`src/rtl/piano_play_ctrl.sv`:
```
// rtl/piano_play_ctrl.sv - playback sequencer: score generation, random/saved playback, looping, pause, abort
// Optional pause support is enabled by defining PIANO_PLAY_PAUSE_EN.
module piano_play_ctrl #(
  parameter int NUM_SLOTS = 4,
  parameter int SLOT_W    = (NUM_SLOTS > 1) ? $clog2(NUM_SLOTS) : 1,
  parameter int LOOP_W    = 4
) (
  input  logic                 clk,
  input  logic                 reset,
  input  logic                 s,
  input  logic                 done_gen_score,
  output logic                 do_new_score,
  output logic                 enable_rand,
  input  logic                 play_rand,
  input  logic                 play_save,
  input  logic [SLOT_W-1:0]    save_slot,
  input  logic [NUM_SLOTS-1:0] slot_valid,
  input  logic [LOOP_W-1:0]    loop_count,
  input  logic                 done_audio,
  input  logic                 end_early,
  input  logic                 pause_req,
  input  logic                 resume_req,
  input  logic                 change_score,
  input  logic                 replay,
  output logic                 init_audio,
  output logic                 play_en,
  output logic                 play_src,
  output logic [SLOT_W-1:0]    play_slot,
  output logic [LOOP_W-1:0]    loops_left,
  output logic                 paused,
  output logic                 done,
  output logic                 sel_err
);

`ifdef PIANO_PLAY_PAUSE_EN
  localparam logic PAUSE_EN = 1'b1;
`else
  localparam logic PAUSE_EN = 1'b0;
`endif

  localparam int PAD_W = 1 << SLOT_W;

  typedef enum logic [2:0] {
    S_IDLE,
    S_GEN,
    S_READY,
    S_PLAY,
    S_PAUSE,
    S_DONE
  } state_t;

  state_t              state, next_state;
  logic                src_q, next_src;
  logic [SLOT_W-1:0]   slot_q, next_slot;
  logic [LOOP_W-1:0]   loops_q, next_loops;
  logic                init_q, next_init;
  logic                err_q, next_err;
  logic [PAD_W-1:0]    valid_pad;
  logic                slot_ok;

  // Padding the mask to the full index range folds the bounds check into the lookup.
  always_comb begin
    valid_pad                = '0;
    valid_pad[NUM_SLOTS-1:0] = slot_valid;
    slot_ok                  = valid_pad[save_slot];
  end

  always_ff @(posedge clk) begin
    if (reset) begin
      state   <= S_IDLE;
      src_q   <= 1'b0;
      slot_q  <= '0;
      loops_q <= '0;
      init_q  <= 1'b0;
      err_q   <= 1'b0;
    end else begin
      state   <= next_state;
      src_q   <= next_src;
      slot_q  <= next_slot;
      loops_q <= next_loops;
      init_q  <= next_init;
      err_q   <= next_err;
    end
  end

  always_comb begin
    next_state = state;
    next_src   = src_q;
    next_slot  = slot_q;
    next_loops = loops_q;
    next_init  = 1'b0;
    next_err   = 1'b0;
    case (state)
      S_IDLE: begin
        if (s) next_state = S_GEN;
      end
      S_GEN: begin
        if (done_gen_score) next_state = S_READY;
      end
      S_READY: begin
        if (play_rand) begin
          next_state = S_PLAY;
          next_src   = 1'b0;
          next_loops = loop_count;
          next_init  = 1'b1;
        end else if (play_save) begin
          if (slot_ok) begin
            next_state = S_PLAY;
            next_src   = 1'b1;
            next_slot  = save_slot;
            next_loops = loop_count;
            next_init  = 1'b1;
          end else begin
            next_err = 1'b1;
          end
        end
      end
      S_PLAY: begin
        if (end_early) begin
          next_state = S_DONE;
          next_loops = '0;
        end else if (done_audio) begin
          if (loops_q != '0) begin
            next_loops = loops_q - LOOP_W'(1);
            next_init  = 1'b1;
          end else begin
            next_state = S_DONE;
          end
        end else if (PAUSE_EN && pause_req) begin
          next_state = S_PAUSE;
        end
      end
      S_PAUSE: begin
        if (end_early) begin
          next_state = S_DONE;
          next_loops = '0;
        end else if (resume_req) begin
          next_state = S_PLAY;
        end
      end
      S_DONE: begin
        if (change_score) begin
          next_state = S_GEN;
        end else if (replay) begin
          next_state = S_PLAY;
          next_loops = loop_count;
          next_init  = 1'b1;
        end else if (play_rand) begin
          next_state = S_PLAY;
          next_src   = 1'b0;
          next_loops = loop_count;
          next_init  = 1'b1;
        end else if (play_save) begin
          if (slot_ok) begin
            next_state = S_PLAY;
            next_src   = 1'b1;
            next_slot  = save_slot;
            next_loops = loop_count;
            next_init  = 1'b1;
          end else begin
            next_err = 1'b1;
          end
        end
      end
      default: next_state = S_IDLE;
    endcase
  end

  assign do_new_score = (state == S_GEN);
  assign enable_rand  = (state == S_GEN);
  assign play_en      = (state == S_PLAY);
  assign paused       = PAUSE_EN && (state == S_PAUSE);
  assign done         = (state == S_DONE);
  assign init_audio   = init_q;
  assign sel_err      = err_q;
  assign play_src     = src_q;
  assign play_slot    = slot_q;
  assign loops_left   = loops_q;

endmodule

```
`config.mk`:
```
export PLATFORM = sky130hd
export DESIGN_NAME = piano_play_ctrl
export DESIGN_NICKNAME = d
export VERILOG_FILES = /design/src/rtl/piano_play_ctrl.sv
export SDC_FILE = /design/constraint.sdc
export NUM_CORES = 1
export LEC_CHECK = 0
export ABC_AREA = 1
export CORE_UTILIZATION = 35
export CTS_CLUSTER_SIZE = 24
export DETAILED_ROUTE_END_ITERATION = 7
export PLACE_DENSITY = 0.72
export SETUP_SLACK_MARGIN = 0.2
export SYNTH_ARGS = -nofsm -noshare
export SYNTH_HDL_FRONTEND = slang
export SYNTH_SLANG_ARGS = --single-unit
```
`constraint.sdc`:
```
create_clock -name clk -period 1.6 [get_ports clk]
set_input_delay 0.48 -clock clk [delete_from_list [all_inputs] [get_ports clk]]
set_output_delay 0.48 -clock clk [all_outputs]
set_load 0.01 [all_outputs]
```
# Yosys cells after proc, flatten, opt, wreduce, memory -nomap -nowiden
# Index checks and enable logic that the tools add are counted.
[classes]
addsub = 1
order_cmp = 1
eq_ne = 14
mux = 52
reduce_logical = 7
[ops]
columns = ["op", "n"]
rows = [
  ["$mux 3", 12],
  ["$mux 4", 9],
  ["$mux 1", 19],
  ["$pmux 3 s6", 1],
  ["$pmux 4 s4", 1],
  ["$mux 2", 5],
  ["$ne 2x2->1 const B", 5],
  ["$reduce_and 5->1", 2],
  ["$ne 3x3->1 const B", 3],
  ["$reduce_bool 4->1", 2],
  ["$eq 3x2->1 const B", 2],
  ["$eq 3x3->1 const B", 2],
  ["$pmux 1 s2", 2],
  ["$pmux 2 s2", 1],
  ["$sub 4x1->4 const B", 1],
  ["$eq 3x1->1 const B", 1],
  ["$logic_not 3->1", 1],
  ["$lt 2x3->1 const B", 1],
  ["$ne 3x2->1 const B", 1],
  ["$pmux 1 s3", 1],
  ["$reduce_and 3->1", 1],
  ["$bmux 1 s2", 1],
  ["$reduce_bool 2->1", 1],
]
[word_totals]
regBits = 12
input_bits = 22
output_inout_bits = 14
wordCells = 81

# Logic depth before layout (Yosys ltp)
# Gate-level depths: netlist of run 1.
[depth]
ltp_word = 8
ltp_mapped = 11
ltp_nobuf = 11

# Worst setup path after synthesis of run 1
# No wires, ideal clock.
[synth_path]
path_type = "register to output"
from = "reg state[0]"
to = "out enable_rand"
arrival_time_ps = 1003
required_time_ps = 1120
setup_slack_ps = 117
stages_incl_launch_ff = 4
path_buffers = 1
path_cell_list = "dfxtp_1 -> inv_1 -> nor3_1 -> buf_4"
[synth_between]
elab_chain_cells = 1
[synth_rtl]
columns = ["item", "line_no", "text"]
rows = [
  ["start, declared", "52", "state_t state, next_state;"],
  ["start signal, assigned", "77", "state <= next_state;"],
  ["$eq 3x1->1", "-", ""],
  ["end, declared", "13", "output logic enable_rand,"],
]
# No other way between the ends.

# Worst setup path after layout of run 1
[layout_path]
from = "reg state[0]"
to = "reg state[0]"
[layout_between]
elab_chain_cells = 6
word_cells_on_any_way = 18
cone_classes = "eq/ne (10); mux (6); reduce/logical (2)"
[layout_rtl]
columns = ["item", "line_no", "text"]
rows = [
  ["$mux 3 (5 in a row)", "-", ""],
  ["$pmux 3 s6", "93", "case (state)"],
]
# Parallel ways exist; a longest one is shown, timed or not.
# A chain may end at the register's enable or synchronous reset.

==> results of run 1 <==
-- what timing repair did --
action | CTS | global route
buffers inserted | 13 | 3
setup endpoints to repair | 25 | 21
pin swaps | 22 | 14
gates resized for setup | 70 | 25
hold buffers | 0 | 0
-- registers in the layout, indices dropped and copies added, names as in the netlist --
signal / flops
sel_err: 1
state: 3
init_audio: 1
play_slot: 2
loops_left: 4
play_src: 1
-- cell type report --
type | count | share of cell area
clock buffer | 4 | 0.01992
inverter | 26 | 0.05907
multi-input combinational | 119 | 0.4183
sequential | 12 | 0.1408
tap | 31 | 0.02129
timing repair buffer | 70 | 0.3407
-- how the worst max path moves through the flow --
stage / to / cells after the start / from
after global placement: loops_left[2] / 12 / save_slot[0]
after global routing: state[0] / 10 / state[0]
after CTS: enable_rand / 2 / state[2]
after detailed placement: loops_left[3] / 12 / save_slot[0]
final: state[0] / 10 / state[0]
after floorplan: loops_left[0] / 11 / save_slot[0]
-- power by group through the flow --
stage	clock network [W]	logic [W]	registers (W)
6_report	0.000246	0.00118	0.000437
2_1_floorplan	0	0.000555	0.000437
3_5_place_dp	0	0.000939	0.000424
5_1_grt	0.000274	0.00127	0.000445
4_1_cts	0.000247	0.00110	0.000432
3_3_place_gp	0	0.000923	0.000419
-- logic make-up (layout without fill, tap and decap cells) --
group / Yosys count / count (layout) / synth area share
adders and majority gates: 1 / 1 / 0.01218
AOI/OAI and AO/OA: 24 / 24 / 0.1876
DFF: 12 / 12 / 0.2339
and+or+nand+nor: 91 / 91 / 0.4312
other: 1 / 1 / 0.003651
xor gates and xnor gates: 2 / 2 / 0.01706
buffers and inverters: 29 / 100 / 0.1145
-- critical path, cell delays in order (launching register included) --
cell	delay, ps
dfxtp_4	370
buf_6	110
buf_6	110
nor2_4	80
nand3b_1	120
or2_1	270
o21ai_2	90
nor2_4	70
inv_4	60
nand2_2	50
a21oi_2	140
-- placed cells by master (no fill, tap or decap), types with 2 or more instances in the layout --
cell              n
nor2_4            4
nand3_2           3
nand3_4           4
o21ai_1           6
a21oi_1           2
nand2_2          11
inv_1            10
clkdlybuf4s15_1   6
inv_4             2
buf_6             9
clkdlybuf4s50_1   9
a21oi_2           6
dfxtp_1           7
clkbuf_4          3
dlygate4sd2_1    12
buf_2             2
nand3_1          18
nor2_1           14
dfxtp_4           4
nor3_1            2
buf_4            29
nand2_1          30
inv_2            13
a211oi_2          2
-- Yosys cell counts --
| master | n |
|---|---|
| a21oi_1 | 2 |
| a21oi_2 | 7 |
| nand4_1 | 1 |
| nand3_2 | 3 |
| nand3_1 | 21 |
| clkbuf_1 | 1 |
| xor2_1 | 1 |
| ha_1 | 1 |
| inv_1 | 15 |
| o221ai_2 | 1 |
| nand2_1 | 38 |
| or2_1 | 1 |
| nor2_1 | 14 |
| conb_1 | 1 |
| dfxtp_1 | 12 |
| a211oi_2 | 2 |
| nor3_1 | 3 |
| nand3b_1 | 1 |
| clkinv_1 | 5 |
| nand3_4 | 1 |
| nor2_4 | 2 |
| a31oi_1 | 1 |
| nand2_2 | 4 |
| inv_2 | 5 |
| o211ai_1 | 1 |
| clkinv_2 | 1 |
| a2111oi_2 | 1 |
| o21ai_1 | 5 |
| o21ai_0 | 2 |
| xnor2_1 | 1 |
| buf_4 | 2 |
| nor2_2 | 2 |
| o21ai_2 | 2 |
-- metrics by stage --
stage / hold WS, ps / utilization
after floorplan: 506.9 / -
after global placement: 487.7 / 0.5608
after detailed placement: 487.2 / 0.5608
after CTS: 499.5 / 0.6379
after global routing: 526.2 / 0.6606
final: 502.3 / 0.6606
-- metal layers --
metal / GRT usage / share of wire / routed length (um) / up-vias
li1: - / - / - / 661
met1: 0.2443 / 0.40 / 1291 / 600
met2: 0.4099 / 0.53 / 1733 / 42
met3: 0.06047 / 0.050 / 163 / 6
met4: 0.04878 / 0.018 / 60 / 0
met5: 0 / 0 / 0 / -
==> summary.txt, run 1 <==
Min path
  – Hold path depth: 2
  – Hold_sp: play_src
  – Hold path endpoint: play_src
  – HP Class: flip-flop to flip-flop

STA
  – Final Skew: between 4 and 5 ps
  – Final WS setup: 58.25 ps
  – RSZ-0062 raised after global routing: true
  – Max Clk Rate: 648.6 MHz
  – Hold Vio Cnt, Final: 0
  – Final Setup Violations: 0
  – Setup TNS Final: 0 ps
  – Final worst path period share: 0.9636
  – Fin crit period: 1542 ps
  – Slew Limit Fails: 0

Clock tree
  – Cts bufs inserted: 3
  – CTS tree: yes
  – CTS sink count: 12
  – CTS Buffer Depth: 2
  – Worst-Skew Late Latency: 280 ps
  – Htree depth: 1
  – Clock root cell: clkbuf_4
  – Clk pin slew, worst setup/hold paths: 80 ps

Synthesis
  – Post-synth top area cell: dfxtp_1
  – Synth cell types: 33
  – Post-Syn Area: 1027 um^2
  – Synth Warn #: 0
  – Yosys top cell area share: 0.2339
  – Avg Cell Area, Syn: 6.420 um^2
  – Sequential cell area fraction in the yosys report: 0.2339
  – FF+latch count, synth: 12
  – Syn Inst Count: 160
  – Post-synthesis net count: 183
  – Ranking of synthesized cells by area: dfxtp_1, nand2_1, nand3_1, a21oi_2, inv_1

Route
  – Detailed Route Iter0 Violations: 40
  – Pre-antenna DRT Iters: 4
  – DR WL/cell: around 12 um
  – Final ANT Viol Nets: 0
  – DRC viols: 0
  – Via Count: between 1000 and 1500
  – Vias per std cell: approximately 5.0
  – DRT Wirelength: 3248 um

Pwr
  – Leakage: approximately 0.85 nW
  – Clock Power Share: 0.132
  – Internal power: 0.001075 W
  – Peak VDD IR: 0.0008885 V
  – Power density cells: 1020 nW/um^2
  – Sw Pwr: 0.0007829 W
  – Total Power: 0.001858 W
  – Sw frac: 0.4215
  – Flop pwr share: 0.235
  – Comb power frac: 0.633

Final layout
  – Layout area overhead: 77.35%
  – Diode count: 0
  – Register area: 256.5 um^2
  – Cell area after layout: 1822 um^2
  – Layout cells sized above 1: 0.4545
  – Final net count: 255
  – Multi-input gate area: 762.0 um^2
  – Final cell count without fillers: about 260
  – Fillers: 242

Critical path
  – Data required, critical path: roughly 1800 ps
  – WP data arrival: 1750 ps
  – Crit-path max FO: 4
  – Worst Setup Path Type: flip-flop to flip-flop
  – R2r endpoint: state[0]
  – Worst flop-to-flop path startpoint: state[0]
  – CP endpoint kind: flip-flop
  – R2R cell count: 10
  – Startpoint Class: flip-flop
  – R2R setup slack: 60 ps

Global routing
  – Largest net degree at the start of global routing: 10
  – Initial antenna violation count: 0
  – Vias in the first global route: 1276
  – First-pass GRT wire length: 5485 um
  – Overflow after GRT: 0
  – All-Layer GR Usage: 0.2194

Die
  – Initial core utilization: 0.3725
  – Die Span X: 56.18 um
  – Top Ports: 36
  – FP Rows: 19
  – Die H: ~56 um
  – Core area: 2758 um^2
  – Die area: 3156 um^2

Placement
  – Placed cell areas: between 1500 and 2000 um^2
  – Placed wire-length estimate: 2286 um
  – IO buf count: 33
  – Placed Cells incl. Taps: 242
  – GP Congestion: 0.9011
  – Pre-CTS setup slack: -451.4 ps

Status
  – Status: finished, final reports clean

Flow run
  – MaxCap Viol Count: 0
Note: power is estimated with default switching activity, not from simulation.
==> run 2, diff against run 1 <==
--- a/config.mk
+++ b/config.mk
@@ -7,6 +7,7 @@
 export LEC_CHECK = 0
 export ABC_AREA = 1
 export CORE_UTILIZATION = 35
+export CTS_BUF_LIST = sky130_fd_sc_hd__clkbuf_16
 export CTS_CLUSTER_SIZE = 24
 export DETAILED_ROUTE_END_ITERATION = 7
 export PLACE_DENSITY = 0.72
==> run 2 against run 1 <==
Compared with the run above: cell count down 0.76%; setup slack better by 8.3 ps; combinational power up 4%; via count up 1.6%; count of clock-buffer cells in the layout down 1; non-clock buffer count down 2; maximum frequency up 0.54%; critical path depth down 7; first-iteration DRC count down 5.0%; critical endpoint is now enable_rand; highest routed layer unchanged.
==> summary.txt, run 2 (synthesis results as in run 1) <==
Min path
  – HP Class: flip-flop to flip-flop
  – Hold path depth: 2

Final layout
  – Most common cell after layout, fill and taps aside: nand2_1
  – Diode count: 0
  – Final net count: 253
  – Post-layout util: 0.6838
  – Most frequent cells in the layout: nand2_1, buf_4, dlygate4sd2_1, nand3_1, nor2_1
  – Final cell count without fillers: 260
  – Cell area after layout: 1886 um^2
  – Layout area overhead: 83.56%
  – Layout cells sized above 1: 0.4454
  – Max FFs per register: 4
  – Fillers: 231

Route
  – DRC viols: 0
  – Vias per std cell: 5.115
  – Pre-antenna DRT Iters: 4
  – Final ANT Viol Nets: 0
  – Via Count: 1330
  – DR WL/cell: 13.30 um
  – Detailed Route Iter0 Violations: 38
  – DRT Wirelength: approximately 3500 um

Critical path
  – WP data arrival: 1050 ps
  – CP endpoint kind: output pin
  – Startpoint Class: flip-flop
  – Data required, critical path: 1120 ps
  – R2R cell count: 10
  – Worst Setup Path Type: flip-flop to output pin
  – Crit-path max FO: 4

Pwr
  – Leakage: 0.8745 nW
  – Peak VDD IR: around 0.0013 V
  – Total Power: 0.002129 W
  – Power density cells: roughly 1100 nW/um^2

Placement
  – GP Congestion: 0.9011
  – Placed wire-length estimate: 2286 um
  – Placed Cells incl. Taps: 242
  – Placed cell areas: 1546 um^2
  – IO buf count: 33

Clock tree
  – Htree depth: 1
  – Cts bufs inserted: 3
  – CTS tree: yes
  – Clock root cell: clkbuf_16
  – Worst-Skew Late Latency: approximately 240 ps
  – Clk pin slew, worst setup/hold paths: ~40 ps
  – CTS Buffer Depth: 2
  – Post-CTS Hold Fix Bufs: 0
  – CTS sink count: 12

Global routing
  – First-pass GRT wire length: 5568 um
  – All-Layer GR Usage: 0.2208
  – Overflow after GRT: 0
  – Largest net degree at the start of global routing: 10
  – Initial antenna violation count: 0
  – Vias in the first global route: 1304

Die
  – Die H: 56.18 um
  – Die area: 3156 um^2
  – Die Span X: roughly 56 um
  – Top Ports: 36
  – Core area: 2758 um^2
  – FP Rows: 19
  – Initial core utilization: 0.3725

STA
  – Hold Vio Cnt, Final: 0
  – Max Clk Rate: 652.1 MHz
  – Slew Limit Fails: 0
  – Final Setup Violations: 0
  – Final worst path period share: 0.9584
  – Fin crit period: 1533 ps
  – Final Skew: 1.383 ps
  – RSZ-0062 raised after global routing: true

Status
  – Status: finished, final reports clean

Flow run
  – MaxCap Viol Count: 0
-- run 2: cell count changes in the layout (fill, tap and decap cells not counted), sizes merged --
cell,previous run,this run
buf,41,39
clkbuf,5,3
clkdlybuf4s15,7,1
clkdlybuf4s50,9,8
clkinv,1,6
dlygate4sd2,12,20
inv,25,21
-- run 2: power by group --
group | internal (W) | switching, W | leakage, nW
sequential | 0.000370 | 0.0000700 | 0.101
combinational | 0.000589 | 0.000644 | 0.735
clock | 0.000329 | 0.000128 | 0.0385
-- run 2: what timing repair did --
| action | in CTS | in global routing |
|---|---|---|
| buffers inserted | 10 | 4 |
| resized for setup | 74 | 21 |
| pin swaps | 22 | 13 |
| gates cloned | 0 | 0 |
| endpoints found under the setup margin | 25 | 14 |
-- run 2: cell type report --
class / instances / area, um^2 / share of cell area
well taps: 31 / 38.79 / 0.02057
inverters: 26 / 111.4 / 0.05906
flip-flops and latches: 12 / 259.0 / 0.1374
repair buffers: 68 / 603.1 / 0.3198
multi-input cells: 119 / 794.5 / 0.4214
clock inverters: 1 / 3.754 / 0.001991
clock buffers: 3 / 75.07 / 0.03981
-- run 2: metal layers --
metal / up-vias / GRT usage / share of wire / wire (um)
met1: 615 / 0.2528 / 0.39 / 1332
met5: - / 0 / 0 / 0
li1: 661 / - / - / -
met3: 8 / 0.05814 / 0.053 / 185
met4: 0 / 0.03484 / 0.021 / 71
met2: 46 / 0.4133 / 0.54 / 1869
-- run 2: worst max-delay path, cell delays in order, from the launching register on --
cell             delay [ps]
dfxtp_4                 370
inv_1                    70
nor3_2                  120
clkdlybuf4s15_1         260
-- run 2: path summary, 6_finish.rpt --
kind / startpoint / to / slack [ps]
setup reg to reg: state[0] / state[0] / 100
setup / recovery: state[0] / enable_rand / 70
hold reg to reg: play_src / play_src / 510
hold / removal: play_src / play_src / 510
-- run 2: stage by stage --
step | setup TNS, ps | worst slack [ps] | hold slack (ps)
global route | -13.23 | -13.23 | 531.2
finish | 0 | 66.58 | 506.1
CTS | 0 | 47.44 | 494.6
global placement | -3906 | -405.0 | 487.7
floorplan | 0 | 201.7 | 506.9
detailed placement | -4553 | -451.4 | 487.2
